[src/rtl/regfile_wb_arbiter_pkg.sv]
// Shared constants and helpers for the register-file write-back arbiter.
//   REG_DATA_WIDTH  : register data width
//   RS_WIDTH        : register index width
//   REG_SIZE        : number of architectural registers
//   WB_STARVE_LIMIT : refused MDU cycles before starve_stall asserts
package regfile_wb_arbiter_pkg;

  localparam int REG_DATA_WIDTH  = 32;
  localparam int RS_WIDTH        = 5;
  localparam int REG_SIZE        = 32;
  localparam int WB_STARVE_LIMIT = 4;

  // Width of a counter that must hold the values 0..limit.
  function automatic int cnt_width(input int limit);
    return (limit < 1) ? 1 : $clog2(limit + 1);
  endfunction

endpackage

[src/rtl/regfile_wb_arbiter_if.sv]
// Bundle of the arbiter's requester, hazard-check and register-file signals.
//   master : drives the WB, MDU, issue and check inputs (pipeline / bench)
//   slave  : the arbiter; drives mdu_ready, hazard, rf_*, starve_stall, pending
// Handshake: the MDU result transfers in every cycle where mdu_valid and
// mdu_ready are both high; mdu_ready is combinational and never depends on
// mdu_valid, and the WB port has no backpressure at all.
interface regfile_wb_arbiter_if
  import regfile_wb_arbiter_pkg::*;
#(
  parameter int DATA_W = REG_DATA_WIDTH,
  parameter int ADDR_W = RS_WIDTH,
  parameter int NREGS  = REG_SIZE
) ();

  logic              wb_we;
  logic [ADDR_W-1:0] wb_rd;
  logic [DATA_W-1:0] wb_data;
  logic              mdu_valid;
  logic [ADDR_W-1:0] mdu_rd;
  logic [DATA_W-1:0] mdu_data;
  logic              mdu_ready;
  logic              iss_valid;
  logic [ADDR_W-1:0] iss_rd;
  logic              chk_valid;
  logic [ADDR_W-1:0] chk_rs1;
  logic [ADDR_W-1:0] chk_rs2;
  logic [ADDR_W-1:0] chk_rd;
  logic              hazard;
  logic              rf_we;
  logic [ADDR_W-1:0] rf_rd;
  logic [DATA_W-1:0] rf_data;
  logic              starve_stall;
  logic [NREGS-1:0]  pending;

  modport master (
    output wb_we, wb_rd, wb_data, mdu_valid, mdu_rd, mdu_data,
           iss_valid, iss_rd, chk_valid, chk_rs1, chk_rs2, chk_rd,
    input  mdu_ready, hazard, rf_we, rf_rd, rf_data, starve_stall, pending
  );

  modport slave (
    input  wb_we, wb_rd, wb_data, mdu_valid, mdu_rd, mdu_data,
           iss_valid, iss_rd, chk_valid, chk_rs1, chk_rs2, chk_rd,
    output mdu_ready, hazard, rf_we, rf_rd, rf_data, starve_stall, pending
  );

endinterface

[src/rtl/regfile_wb_arbiter_scoreboard.sv]
// Pending-destination scoreboard for in-flight MDU ops.
//   clk, rst        : clock, synchronous active-high reset
//   set_en_i/rd_i   : mark a register as owned by a dispatched MDU op
//   clr_en_i/rd_i   : MDU result granted to the write port for that register
//   look*_rd_i      : three lookup ports (rs1, rs2, rd of the ID instruction)
//   hit_o           : per-port pending hit, with same-cycle grant bypass
//   pending_o       : the registered pending vector (bit 0 always 0)
module wb_scoreboard
  import regfile_wb_arbiter_pkg::*;
#(
  parameter int ADDR_W = RS_WIDTH,
  parameter int NREGS  = REG_SIZE
) (
  input  logic              clk,
  input  logic              rst,
  input  logic              set_en_i,
  input  logic [ADDR_W-1:0] set_rd_i,
  input  logic              clr_en_i,
  input  logic [ADDR_W-1:0] clr_rd_i,
  input  logic [ADDR_W-1:0] look0_rd_i,
  input  logic [ADDR_W-1:0] look1_rd_i,
  input  logic [ADDR_W-1:0] look2_rd_i,
  output logic [2:0]        hit_o,
  output logic [NREGS-1:0]  pending_o
);

  logic [NREGS-1:0] pending_q;
  logic [NREGS-1:0] pending_d;

  // Clear first, then set, so a register re-issued in its own grant cycle
  // stays owned by the new op.
  always_comb begin
    pending_d = pending_q;
    if (clr_en_i) pending_d[clr_rd_i] = 1'b0;
    if (set_en_i && set_rd_i != '0) pending_d[set_rd_i] = 1'b1;
    pending_d[0] = 1'b0;
  end

  always_ff @(posedge clk) begin
    if (rst) pending_q <= '0;
    else     pending_q <= pending_d;
  end

  // A register being written this cycle is readable through the register
  // file's write-through, so its grant masks the hit.
  function automatic logic hit(input logic [ADDR_W-1:0] r);
    return (r != '0) && pending_q[r] && !(clr_en_i && clr_rd_i == r);
  endfunction

  assign hit_o     = {hit(look2_rd_i), hit(look1_rd_i), hit(look0_rd_i)};
  assign pending_o = pending_q;

endmodule

[src/rtl/regfile_wb_arbiter.sv]
// Arbitrates the register file's single write port between pipeline WB
// (fixed priority, no backpressure) and the MDU (valid/ready), tracks MDU
// destination ownership for ID hazard detection, and raises starve_stall
// after STARVE_LIMIT consecutive refused MDU cycles.
//   clk, rst : clock, synchronous active-high reset
//   bus      : regfile_wb_arbiter_if slave modport (all other signals)
module regfile_wb_arbiter
  import regfile_wb_arbiter_pkg::*;
#(
  parameter int DATA_W       = REG_DATA_WIDTH,
  parameter int ADDR_W       = RS_WIDTH,
  parameter int NREGS        = REG_SIZE,
  parameter int STARVE_LIMIT = WB_STARVE_LIMIT
) (
  input logic clk,
  input logic rst,
  regfile_wb_arbiter_if.slave bus
);

  localparam int              CNT_W = cnt_width(STARVE_LIMIT);
  localparam logic [CNT_W-1:0] LIMIT = CNT_W'(STARVE_LIMIT);

  logic             wb_eff;
  logic             mdu_ready;
  logic             grant;
  logic [2:0]       hit;
  logic [NREGS-1:0] pending;
  logic [CNT_W-1:0] wait_cnt_q;
  logic [CNT_W-1:0] wait_cnt_d;

  // A WB write to x0 is architecturally a no-op, so it never takes the port.
  assign wb_eff    = bus.wb_we && (bus.wb_rd != '0);
  assign mdu_ready = !rst && !wb_eff;
  assign grant     = bus.mdu_valid && mdu_ready;

  assign bus.mdu_ready = mdu_ready;

  always_comb begin
    bus.rf_we   = 1'b0;
    bus.rf_rd   = '0;
    bus.rf_data = '0;
    if (!rst) begin
      if (wb_eff) begin
        bus.rf_we   = 1'b1;
        bus.rf_rd   = bus.wb_rd;
        bus.rf_data = bus.wb_data;
      end else if (grant && bus.mdu_rd != '0) begin
        bus.rf_we   = 1'b1;
        bus.rf_rd   = bus.mdu_rd;
        bus.rf_data = bus.mdu_data;
      end
    end
  end

  wb_scoreboard #(
    .ADDR_W (ADDR_W),
    .NREGS  (NREGS)
  ) u_scoreboard (
    .clk        (clk),
    .rst        (rst),
    .set_en_i   (bus.iss_valid),
    .set_rd_i   (bus.iss_rd),
    .clr_en_i   (grant),
    .clr_rd_i   (bus.mdu_rd),
    .look0_rd_i (bus.chk_rs1),
    .look1_rd_i (bus.chk_rs2),
    .look2_rd_i (bus.chk_rd),
    .hit_o      (hit),
    .pending_o  (pending)
  );

  assign bus.hazard  = !rst && bus.chk_valid && (|hit);
  assign bus.pending = pending;

  // Counts consecutive refused MDU cycles; any grant or idle MDU restarts it.
  always_comb begin
    wait_cnt_d = wait_cnt_q;
    if (grant || !bus.mdu_valid) wait_cnt_d = '0;
    else if (wait_cnt_q != LIMIT) wait_cnt_d = wait_cnt_q + 1'b1;
  end

  always_ff @(posedge clk) begin
    if (rst) wait_cnt_q <= '0;
    else     wait_cnt_q <= wait_cnt_d;
  end

  assign bus.starve_stall = (wait_cnt_q == LIMIT);

  // Protocol checks on the requesters; hardware behaviour is defined anyway.
  a_wb_to_pending: assert property (@(posedge clk) disable iff (rst)
    !(wb_eff && pending[bus.wb_rd]));
  a_iss_to_pending: assert property (@(posedge clk) disable iff (rst)
    !(bus.iss_valid && bus.iss_rd != '0 && pending[bus.iss_rd] &&
      !(grant && bus.mdu_rd == bus.iss_rd)));
  a_grant_unowned: assert property (@(posedge clk) disable iff (rst)
    !(grant && bus.mdu_rd != '0 && !pending[bus.mdu_rd]));

endmodule

[src/flat_wrapper.sv]
// flat-port wrapper written by rule: the top's interface ports become plain ports
module regfile_wb_arbiter_flat import regfile_wb_arbiter_pkg::*;
#(
  parameter int DATA_W       = REG_DATA_WIDTH,
  parameter int ADDR_W       = RS_WIDTH,
  parameter int NREGS        = REG_SIZE,
  parameter int STARVE_LIMIT = WB_STARVE_LIMIT
)
  (clk, rst, bus_wb_we, bus_wb_rd, bus_wb_data, bus_mdu_valid, bus_mdu_rd, bus_mdu_data, bus_iss_valid, bus_iss_rd, bus_chk_valid, bus_chk_rs1, bus_chk_rs2, bus_chk_rd, bus_mdu_ready, bus_hazard, bus_rf_we, bus_rf_rd, bus_rf_data, bus_starve_stall, bus_pending);
  regfile_wb_arbiter_if #(.DATA_W(DATA_W), .ADDR_W(ADDR_W), .NREGS(NREGS)) bus_i ();
  input logic clk;
  input logic rst;
  input wire logic [$bits(bus_i.wb_we)-1:0] bus_wb_we;
  input wire logic [$bits(bus_i.wb_rd)-1:0] bus_wb_rd;
  input wire logic [$bits(bus_i.wb_data)-1:0] bus_wb_data;
  input wire logic [$bits(bus_i.mdu_valid)-1:0] bus_mdu_valid;
  input wire logic [$bits(bus_i.mdu_rd)-1:0] bus_mdu_rd;
  input wire logic [$bits(bus_i.mdu_data)-1:0] bus_mdu_data;
  input wire logic [$bits(bus_i.iss_valid)-1:0] bus_iss_valid;
  input wire logic [$bits(bus_i.iss_rd)-1:0] bus_iss_rd;
  input wire logic [$bits(bus_i.chk_valid)-1:0] bus_chk_valid;
  input wire logic [$bits(bus_i.chk_rs1)-1:0] bus_chk_rs1;
  input wire logic [$bits(bus_i.chk_rs2)-1:0] bus_chk_rs2;
  input wire logic [$bits(bus_i.chk_rd)-1:0] bus_chk_rd;
  output wire logic [$bits(bus_i.mdu_ready)-1:0] bus_mdu_ready;
  output wire logic [$bits(bus_i.hazard)-1:0] bus_hazard;
  output wire logic [$bits(bus_i.rf_we)-1:0] bus_rf_we;
  output wire logic [$bits(bus_i.rf_rd)-1:0] bus_rf_rd;
  output wire logic [$bits(bus_i.rf_data)-1:0] bus_rf_data;
  output wire logic [$bits(bus_i.starve_stall)-1:0] bus_starve_stall;
  output wire logic [$bits(bus_i.pending)-1:0] bus_pending;
  assign bus_i.wb_we = bus_wb_we;
  assign bus_i.wb_rd = bus_wb_rd;
  assign bus_i.wb_data = bus_wb_data;
  assign bus_i.mdu_valid = bus_mdu_valid;
  assign bus_i.mdu_rd = bus_mdu_rd;
  assign bus_i.mdu_data = bus_mdu_data;
  assign bus_i.iss_valid = bus_iss_valid;
  assign bus_i.iss_rd = bus_iss_rd;
  assign bus_i.chk_valid = bus_chk_valid;
  assign bus_i.chk_rs1 = bus_chk_rs1;
  assign bus_i.chk_rs2 = bus_chk_rs2;
  assign bus_i.chk_rd = bus_chk_rd;
  assign bus_mdu_ready = bus_i.mdu_ready;
  assign bus_hazard = bus_i.hazard;
  assign bus_rf_we = bus_i.rf_we;
  assign bus_rf_rd = bus_i.rf_rd;
  assign bus_rf_data = bus_i.rf_data;
  assign bus_starve_stall = bus_i.starve_stall;
  assign bus_pending = bus_i.pending;
  regfile_wb_arbiter #(.DATA_W(DATA_W), .ADDR_W(ADDR_W), .NREGS(NREGS), .STARVE_LIMIT(STARVE_LIMIT)) u_core (.clk(clk), .rst(rst), .bus(bus_i));
endmodule
[config.mk]
export PLATFORM = sky130hd
export DESIGN_NAME = regfile_wb_arbiter_flat
export DESIGN_NICKNAME = d
export VERILOG_FILES = /design/src/rtl/regfile_wb_arbiter_pkg.sv /design/src/rtl/regfile_wb_arbiter_if.sv /design/src/rtl/regfile_wb_arbiter_scoreboard.sv /design/src/rtl/regfile_wb_arbiter.sv /design/src/flat_wrapper.sv
export SDC_FILE = /design/constraint.sdc
export NUM_CORES = 1
export LEC_CHECK = 0
export BUFFER_PORTS_ARGS = -buffer_cell sky130_fd_sc_hd__buf_2
export CAP_MARGIN = 20
export CORE_MARGIN = 2
export CORE_UTILIZATION = 30
export CTS_BUF_LIST = sky130_fd_sc_hd__clkbuf_8 sky130_fd_sc_hd__clkbuf_16
export DETAILED_ROUTE_END_ITERATION = 12
export PLACE_DENSITY = 0.7
export SYNTH_ARGS = -nofsm -noshare
export SYNTH_HDL_FRONTEND = slang
export SYNTH_SLANG_ARGS = --single-unit
[constraint.sdc]
create_clock -name clk -period 3.4 [get_ports clk]
set_input_delay 0.85 -clock clk [delete_from_list [all_inputs] [get_ports clk]]
set_output_delay 0.85 -clock clk [all_outputs]
set_load 0.05 [all_outputs]
==> impl_metrics.py, run 1 <==
metrics = {
    "outcome": {
        "status": "finished with violations",
        "violations": "negative setup slack",
    },
    "setup_path": {
        "worstPathArrival_ns": 2.63,
        "worst-setup-path-type": "input port to primary output",
        "cp-start-kind": "input port",
        "cp-end-kind": "primary output",
        "crit_fanout": 5,
        "required_ns": 2.55,
        "crit_path_start": "bus_wb_rd[2]",
        "r2r-start": "u_core.wait_cnt_q[0]",
        "rr_worst_depth": 5,
    },
    "placed_design": {
        "gp_congestion": 0.9097,
        "place_area_um2": 4094,
        "place_hpwl_um": 9444,
        "place_inst": 626,
        "portBuffers": 171,
    },
    "synthesis": {
        "async_reset_ff_share_pct": 0,
        "ys_top_cells_by_count": "dfxtp_1, a22o_1, o211ai_1, o21ai_0",
        "ys_warn_count": 0,
        "synth.most_common_cell": "dfxtp_1",
        "synthTopCellsByArea": "dfxtp_1, mux4_2, a22o_1",
        "post_synth_instance_area_um2": 2885,
        "yosysTopAreaCellShare_pct": 23.59,
        "synth_seq_cells": 34,
        "syn_area_per_cell_um2": 8.823,
        "synth-edff-count": 0,
        "yosysSeqAreaShare_pct": 23.59,
        "yosysTopAreaCell": "dfxtp_1",
        "synth_flop_cell": "dfxtp_1",
        "synth_cells": 327,
        "synth_nets": 429,
        "synth_cell_types": 47,
    },
    "layout": {
        "postLayoutCellArea_um2": 4549,
        "areaGrowthSynthToFinish_pct": 57.68,
        "drive_gt1_share_pct": 54.79,
        "fin_cells": 640,
        "nNetsFinal": 612,
        "diodes": 0,
        "fin_util_pct": 49.00,
    },
    "grt": {
        "grt_pass1_vias": 3240,
        "grtUsageTotal_pct": 21.05,
        "grt_max_degree": 34,
        "antenna_found_initial": 1,
        "grt_pass1_wl_um": 17170,
        "overflow": 0,
    },
    "clock_network": {
        "clk_latency_ns": 0.29,
        "htreeDepth": 2,
        "cts_tree": "done",
        "cts-root-buf": "clkbuf_8",
        "cts_buffer_depth": 2,
        "hold_buffers": 0,
        "numCtsBuffers": 5,
        "cts_sinks": 34,
        "cts.reportedPaths.clkPinSlew_ns": 0.06,
    },
    "job": {
        "cap_viol_max_count": 0,
    },
    "pwr": {
        "max-vdd-ir-drop_mv": 0.1502,
        "p_leak_nw": 2.007,
        "power.total_mw": 1.222,
        "p_per_area_nw_per_um2": 268.7,
    },
    "floorplanning": {
        "core.rowCount": 35,
        "chipHeight_um": 102.1,
        "pin_count": 173,
        "fp.coreArea_um2": 9284,
        "die-area_um2": 10420,
        "start_util_pct": 31.08,
        "die_w_um": 102.1,
    },
    "sta": {
        "final.period_utilization_pct": 102.3,
        "fin_crit_ns": 3.477,
        "fin_ws_ns": -0.07655,
        "grt_setup_unrepaired": "yes",
        "setup_viol": 1,
        "slew_viol_final": 0,
        "finClkSkew_ns": 0.0002505,
        "fmax_mhz": 287.6,
        "hold_viol_final": 0,
    },
    "routing": {
        "first_iter_violations": 263,
        "ant_nets": 0,
        "drc_errors": 0,
        "wl_um": 12490,
        "vias": 3540,
        "routedWlPerCell_um": 19.51,
        "vias_per_cell": 5.531,
        "first_pass_iters": 5,
    },
    "min_path": {
        "min_path_type": "flop to flop",
        "hp-start": "u_core.wait_cnt_q[1]",
        "hold_path_depth": 2,
    },
}
[worst max-delay path: stages]
cell	delay, ns
buf_6	0.09
or4_4	0.53
o21ai_4	0.17
nand2_4	0.10
or4_1	0.42
o211ai_1	0.12
o211ai_1	0.13
buf_4	0.21
[final timing paths]
kind	slack, ns	to
worst max register to register	2.36	u_core.wait_cnt_q[0]
worst max-delay path	-0.08	bus_hazard
worst min register to register	0.48	u_core.wait_cnt_q[1]
worst min-delay path	0.48	u_core.wait_cnt_q[1]
[state kept, by name, summed over array words and instances, names as in the netlist]
register and cells:
u_core.wait_cnt_q 3, u_core.u_scoreboard.pending_o 31
[routing by layer]
layer	track usage, %	vias up	part of all wire (%)	wire [um]
met1	31.47	1735	44	5552
met3	3.352	14	6.8	852
met5	0	-	0.10	13
met2	32.24	140	48	5962
li1	-	1649	-	-
met4	4.103	2	0.84	105
[final cells by class]
type	count	area (um2)
multi-input cells	256	2123
clock buffers	6	82.58
flip-flops and latches	34	680.7
well taps	129	161.4
inverters	7	26.28
fillers	902	4735
clock inverters	2	12.51
repair buffers	206	1463
[kinds of logic (layout without fill, tap and decap cells)]
kind of cell | Yosys count | count (layout) | synth area share, %
mux | 33 | 33 | 19.43
other cells | 1 | 1 | 0.1300
xor+xnor | 16 | 16 | 4.857
compound gates | 119 | 119 | 29.75
flops | 34 | 34 | 23.59
simple gates | 85 | 85 | 16.22
buf+inv | 37 | 221 | 5.160
fa+ha+maj | 2 | 2 | 0.8672
[stage by stage]
step | worst slack [ns] | TNS (ns) | hold slack, ns
6_report | -0.07655 | -0.07655 | 0.4751
5_1_grt | -0.1051 | -0.2678 | 0.5203
4_1_cts | -0.06897 | -0.07117 | 0.4790
3_5_place_dp | -0.1602 | -2.873 | 0.4698
3_3_place_gp | -0.1998 | -2.058 | 0.4583
2_1_floorplan | -0.07570 | -0.08068 | 0.4477
[cells in the final DEF (no fill, tap or decap), drive strengths merged, types with 6 or more instances in the layout]
cell type,instances
o21ai,34
nor2,13
xor2,6
buf,204
nand2,23
xnor2,10
or4,7
mux4,18
inv,6
clkbuf,8
mux2i,11
nand2b,8
o211ai,30
a22o,33
dfxtp,34
nand3,13
[repair_timing]
action | 4_1_cts | 5_1_grt
endpoints found under the setup margin | 34 | 35
cloned | 0 | 3
gates resized for setup | 37 | 44
pin swaps | 2 | 3
setup buffers | 2 | 1
hold endpoints to repair | 0 | 0
[power breakdown]
group	total [mW]	internal (mW)	switching, mW
logic	0.495	0.204	0.291
registers	0.412	0.403	0.00827
clock network	0.316	0.163	0.153
total	1.22	0.771	0.452
Note: power is estimated with default switching activity, not from simulation.
==> inputs of run 2 (changes only) <==
- CTS_BUF_LIST: sky130_fd_sc_hd__clkbuf_8 sky130_fd_sc_hd__clkbuf_16 -> sky130_fd_sc_hd__clkbuf_16
==> run 2 against run 1 <==
The flow still finishes with violations (negative setup slack). Clock power up 37%. Die area unchanged. Maximum frequency about the same. Total power up 9.5%. Sequential share of layout area down 0.15 points. Critical path depth unchanged. Utilization up 0.50 points. Largest cell class unchanged.
==> impl_metrics.py, run 2 (same netlist as run 1, synthesis figures left out) <==
metrics = {
    "outcome": {
        "status": "finished with violations",
        "violations": "negative setup slack",
    },
    "layout": {
        "drive_gt1_share_pct": 54.60,
        "layout_common_cells": "buf_2, dfxtp_1, buf_6",
        "postLayoutCellArea_um2": 4596,
        "diodes": 0,
        "nNetsFinal": 612,
        "final_common_cell": "buf_2",
        "largest_register_ffs": 31,
        "areaGrowthSynthToFinish_pct": 59.28,
    },
    "sta": {
        "grt_setup_unrepaired": "yes",
        "fin_crit_ns": 3.473,
        "slew_viol_final": 0,
        "fmax_mhz": 287.9,
        "final.period_utilization_pct": 102.2,
        "fin_hold_ws_ns": 0.4727,
        "fin_ws_ns": -0.07321,
        "finClkSkew_ns": 0.0001044,
        "hold_viol_final": 0,
        "setup_viol": 1,
    },
    "setup_path": {
        "worstPathArrival_ns": 2.62,
        "cp-end-kind": "primary output",
        "cp-start-kind": "input port",
        "required_ns": 2.55,
        "crit_fanout": 5,
        "worst-setup-path-type": "input port to primary output",
    },
    "floorplanning": {
        "chipHeight_um": 102.1,
        "die-area_um2": 10420,
        "die_w_um": 102.1,
        "core.rowCount": 35,
        "fp.coreArea_um2": 9284,
        "pin_count": 173,
        "start_util_pct": 31.08,
    },
    "routing": {
        "first_iter_violations": 245,
        "routedWlPerCell_um": 19.44,
        "ant_nets": 0,
        "drc_errors": 0,
        "wl_um": 12440,
        "vias_per_cell": 5.583,
        "vias": 3573,
        "first_pass_iters": 5,
    },
    "pwr": {
        "p_per_area_nw_per_um2": 291.3,
        "max-vdd-ir-drop_mv": 0.1811,
        "p_leak_nw": 2.027,
        "power.total_mw": 1.339,
    },
    "clock_network": {
        "cts_buffer_depth": 2,
        "cts-root-buf": "clkbuf_16",
        "cts_tree": "done",
        "cts.reportedPaths.clkPinSlew_ns": 0.05,
        "htreeDepth": 2,
        "numCtsBuffers": 5,
        "hold_buffers": 0,
        "clk_latency_ns": 0.27,
        "cts_sinks": 34,
    },
    "placed_design": {
        "gp_congestion": 0.9097,
        "place_area_um2": 4094,
        "portBuffers": 171,
        "place_hpwl_um": 9444,
    },
    "grt": {
        "grtUsageTotal_pct": 21.30,
        "grt_pass1_vias": 3269,
        "grt_pass1_wl_um": 17270,
        "antenna_found_initial": 1,
        "overflow": 0,
        "grt_max_degree": 34,
    },
    "job": {
        "cap_viol_max_count": 0,
    },
    "min_path": {
        "min_path_type": "flop to flop",
    },
}
[run 2: layout make-up]
| type | instances | area (um2) |
|---|---|---|
| Clock buffer | 5 | 125.1 |
| Multi-Input combinational cell | 256 | 2123 |
| Timing Repair Buffer | 206 | 1463 |
| Inverter | 7 | 26.28 |
| Tap cell | 129 | 161.4 |
| Sequential cell | 34 | 680.7 |
| Fill cell | 891 | 4688 |
| Clock inverter | 3 | 16.27 |
[run 2: worst max-delay path: stages]
cell and delay, ns:
buf_6 0.09, or4_4 0.53, o21ai_4 0.17, nand2_4 0.10, or4_1 0.41, o211ai_1 0.12, o211ai_1 0.13, buf_4 0.21
[run 2: final timing paths]
check	startpoint	slack, ns	to	cells past startpoint
worst max-delay path	bus_wb_rd[2]	-0.07	bus_hazard	8
worst min-delay path	u_core.wait_cnt_q[1]	0.47	u_core.wait_cnt_q[1]	2
worst max register to register	u_core.wait_cnt_q[0]	2.36	u_core.wait_cnt_q[0]	5
worst min register to register	u_core.wait_cnt_q[1]	0.47	u_core.wait_cnt_q[1]	2
[run 2: per-stage QoR]
step                utilization [%]  setup TNS (ns)  setup slack (ns)  instances
floorplan                         -        -0.08068          -0.07570        327
global placement              44.10          -2.058           -0.1998        626
detailed placement            44.10          -2.873           -0.1602        626
CTS                           46.90        -0.07119          -0.06897        636
global route                  49.50         -0.2952           -0.1051        640
finish                        49.50        -0.07321          -0.07321        640
[run 2: metal layers]
layer | share of wire [%] | track usage (%) | vias to the layer above
met5 | 0.10 | 0 | -
met4 | 1.6 | 4.923 | 2
met3 | 8.3 | 3.762 | 21
met2 | 47 | 32.59 | 163
met1 | 43 | 31.35 | 1735
li1 | - | - | 1652
[run 2: timing repair]
item,4_1_cts,5_1_grt
buffers inserted,2,1
setup endpoints to repair,34,35
gates resized for setup,37,44
gates cloned,0,3
pin swaps,2,4
[run 2: report_power, final]
group	switching [mW]	leakage [nW]	internal (mW)	total [mW]
combinational	0.290	1.69	0.204	0.494
clock	0.165	0.0672	0.267	0.432
sequential	0.00822	0.275	0.404	0.412
==> inputs of run 3 (changes only) <==
- MAX_ROUTING_LAYER: unset -> met4
==> run 3 against run 2 <==
The flow still finishes with violations (negative setup slack). Clock power increased by 15%. Sequential cell count unchanged. Sequential power about the same. Worst hold slack improved by 0.020 ns. Total power increased by 4.4%. Sequential share of layout area increased by 0.061 points. Setup slack improved by 0.019 ns. Non-clock buffer count decreased by 2. Clock-buffer cell count unchanged. Critical path type unchanged. Critical endpoint unchanged. Largest power group is now the clock network.
==> impl_metrics.py, run 3 (same netlist as run 1, synthesis figures left out) <==
metrics = {
    "layout": {
        "final_common_cell": "buf_2",
        "layout_common_cells": "buf_2, buf_6, dfxtp_1",
        "fin_util_pct": 49.30,
        "largest_register_ffs": 31,
        "nNetsFinal": 610,
        "fin_cells": 637,
        "areaGrowthSynthToFinish_pct": 58.63,
        "diodes": 0,
        "drive_gt1_share_pct": 54.72,
        "nFillCells": 943,
    },
    "routing": {
        "first_iter_violations": 368,
        "wl_um": 12260,
        "vias_per_cell": 5.515,
        "drc_errors": 0,
        "ant_nets": 0,
        "first_pass_iters": 6,
        "routedWlPerCell_um": 19.24,
        "vias": 3513,
    },
    "floorplanning": {
        "chipHeight_um": 102.1,
        "pin_count": 173,
        "fp.coreArea_um2": 9284,
        "die-area_um2": 10420,
        "core.rowCount": 35,
        "start_util_pct": 31.08,
        "die_w_um": 102.1,
    },
    "sta": {
        "grt_setup_unrepaired": "yes",
        "finClkSkew_ns": 0.0001235,
        "slew_viol_final": 0,
        "hold_viol_final": 0,
        "fin_crit_ns": 3.454,
        "fmax_mhz": 289.5,
        "final.period_utilization_pct": 101.6,
        "fin_ws_ns": -0.05382,
        "setup_viol": 1,
        "fin_setup_tns_ns": -0.05382,
    },
    "setup_path": {
        "path_buf_inv": 2,
        "worstPathArrival_ns": 2.60,
        "cp-endpoint": "bus_hazard",
        "required_ns": 2.55,
        "r2r-start": "u_core.wait_cnt_q[0]",
        "crit_family": "simple AND/OR/NAND/NOR gates",
        "cp_slowest_cell": "or4_4",
        "crit_fanout": 6,
        "crit_path_start": "bus_wb_rd[2]",
        "cp-end-kind": "primary output",
        "regToRegSetupSlack_ns": 2.35,
        "path_cells": "buf_6, or4_4, o21ai_4, nand2_4, or4_1, o311ai_2, o211ai_1, buf_4",
        "cp-start-kind": "input port",
        "worst-setup-path-type": "input port to primary output",
        "reg2reg_to": "u_core.wait_cnt_q[1]",
        "slowest_delay_ns": 0.54,
        "cp_num_cells": 8,
        "rr_worst_depth": 6,
    },
    "grt": {
        "grt_pass1_wl_um": 17580,
        "grtUsageTotal_pct": 22.55,
        "grt_max_degree": 34,
        "grt_pass1_vias": 3269,
        "overflow": 0,
        "antenna_found_initial": 0,
    },
    "outcome": {
        "violations": "negative setup slack",
        "status": "finished with violations",
    },
    "placed_design": {
        "pre_cts_ws_ns": -0.1857,
        "place_hpwl_um": 9514,
        "portBuffers": 171,
        "place_inst": 627,
        "gp_congestion": 0.8794,
    },
    "clock_network": {
        "hold_buffers": 0,
        "cts_buffer_depth": 2,
        "cts_tree": "done",
        "cts.reportedPaths.clkPinSlew_ns": 0.05,
        "cts-root-buf": "clkbuf_16",
        "clk_latency_ns": 0.28,
        "numCtsBuffers": 5,
        "htreeDepth": 2,
        "cts_sinks": 34,
    },
    "pwr": {
        "p_per_area_nw_per_um2": 305.4,
        "p_leak_nw": 2.021,
        "max-vdd-ir-drop_mv": 0.2242,
    },
    "job": {
        "cap_viol_max_count": 0,
    },
    "min_path": {
        "min_path_type": "flop to flop",
    },
}
-- run 3: timing repair --
action	CTS	global route
endpoints found under the setup margin	34	34
pin swaps	4	0
setup buffers	1	1
cloned	1	0
gates resized for setup	40	44
-- run 3: metrics by stage --
stage	cell area, um2	hold WS (ns)	power [mW]
2_1_floorplan	2923	0.4477	0.6939
3_3_place_gp	4101	0.4563	0.8463
3_5_place_dp	4101	0.4889	0.8523
4_1_cts	4404	0.4962	1.373
5_1_grt	4577	0.5161	1.447
6_report	4577	0.4924	1.398
-- run 3: how the worst min path moves through the flow --
| stage | from | to | slack [ns] | cells past startpoint |
|---|---|---|---|---|
| 6_report | u_core.wait_cnt_q[1] | u_core.wait_cnt_q[1] | 0.49 | 2 |
| 2_1_floorplan | u_core.wait_cnt_q[1] | u_core.wait_cnt_q[1] | 0.45 | 2 |
| 3_3_place_gp | u_core.wait_cnt_q[1] | u_core.wait_cnt_q[1] | 0.46 | 2 |
| 4_1_cts | u_core.wait_cnt_q[1] | u_core.wait_cnt_q[1] | 0.50 | 2 |
| 3_5_place_dp | u_core.wait_cnt_q[1] | u_core.wait_cnt_q[1] | 0.49 | 2 |
| 5_1_grt | u_core.wait_cnt_q[1] | u_core.wait_cnt_q[1] | 0.52 | 2 |
-- run 3: worst min-delay path, cell delays in order (launching register included) --
cell and delay, ns:
dfxtp_1 0.33, nand2_1 0.07, a21oi_1 0.05
-- run 3: power by group --
part           leakage (nW)  internal, mW  switching, mW
Clock                0.0773         0.338          0.159
Sequential            0.275         0.404        0.00855
Combinational          1.67         0.200          0.288
Total                  2.02         0.942          0.455
-- run 3: routing by layer --
layer | vias to the layer above | global-route usage, % | routed length, um
met5 | - | - | 0
met4 | 0 | 5.538 | 144
met3 | 14 | 2.804 | 767
met2 | 142 | 32.34 | 5877
met1 | 1719 | 33.62 | 5467
li1 | 1638 | - | -
-- run 3: layout make-up --
type | instances | area, um2 | share of cell area (%)
flip-flops and latches | 34 | 680.7 | 14.87
repair buffers | 204 | 1405 | 30.70
multi-input cells | 256 | 2145 | 46.86
inverters | 7 | 26.28 | 0.5741
well taps | 129 | 161.4 | 3.527
clock inverters | 2 | 33.78 | 0.7381
clock buffers | 5 | 125.1 | 2.734
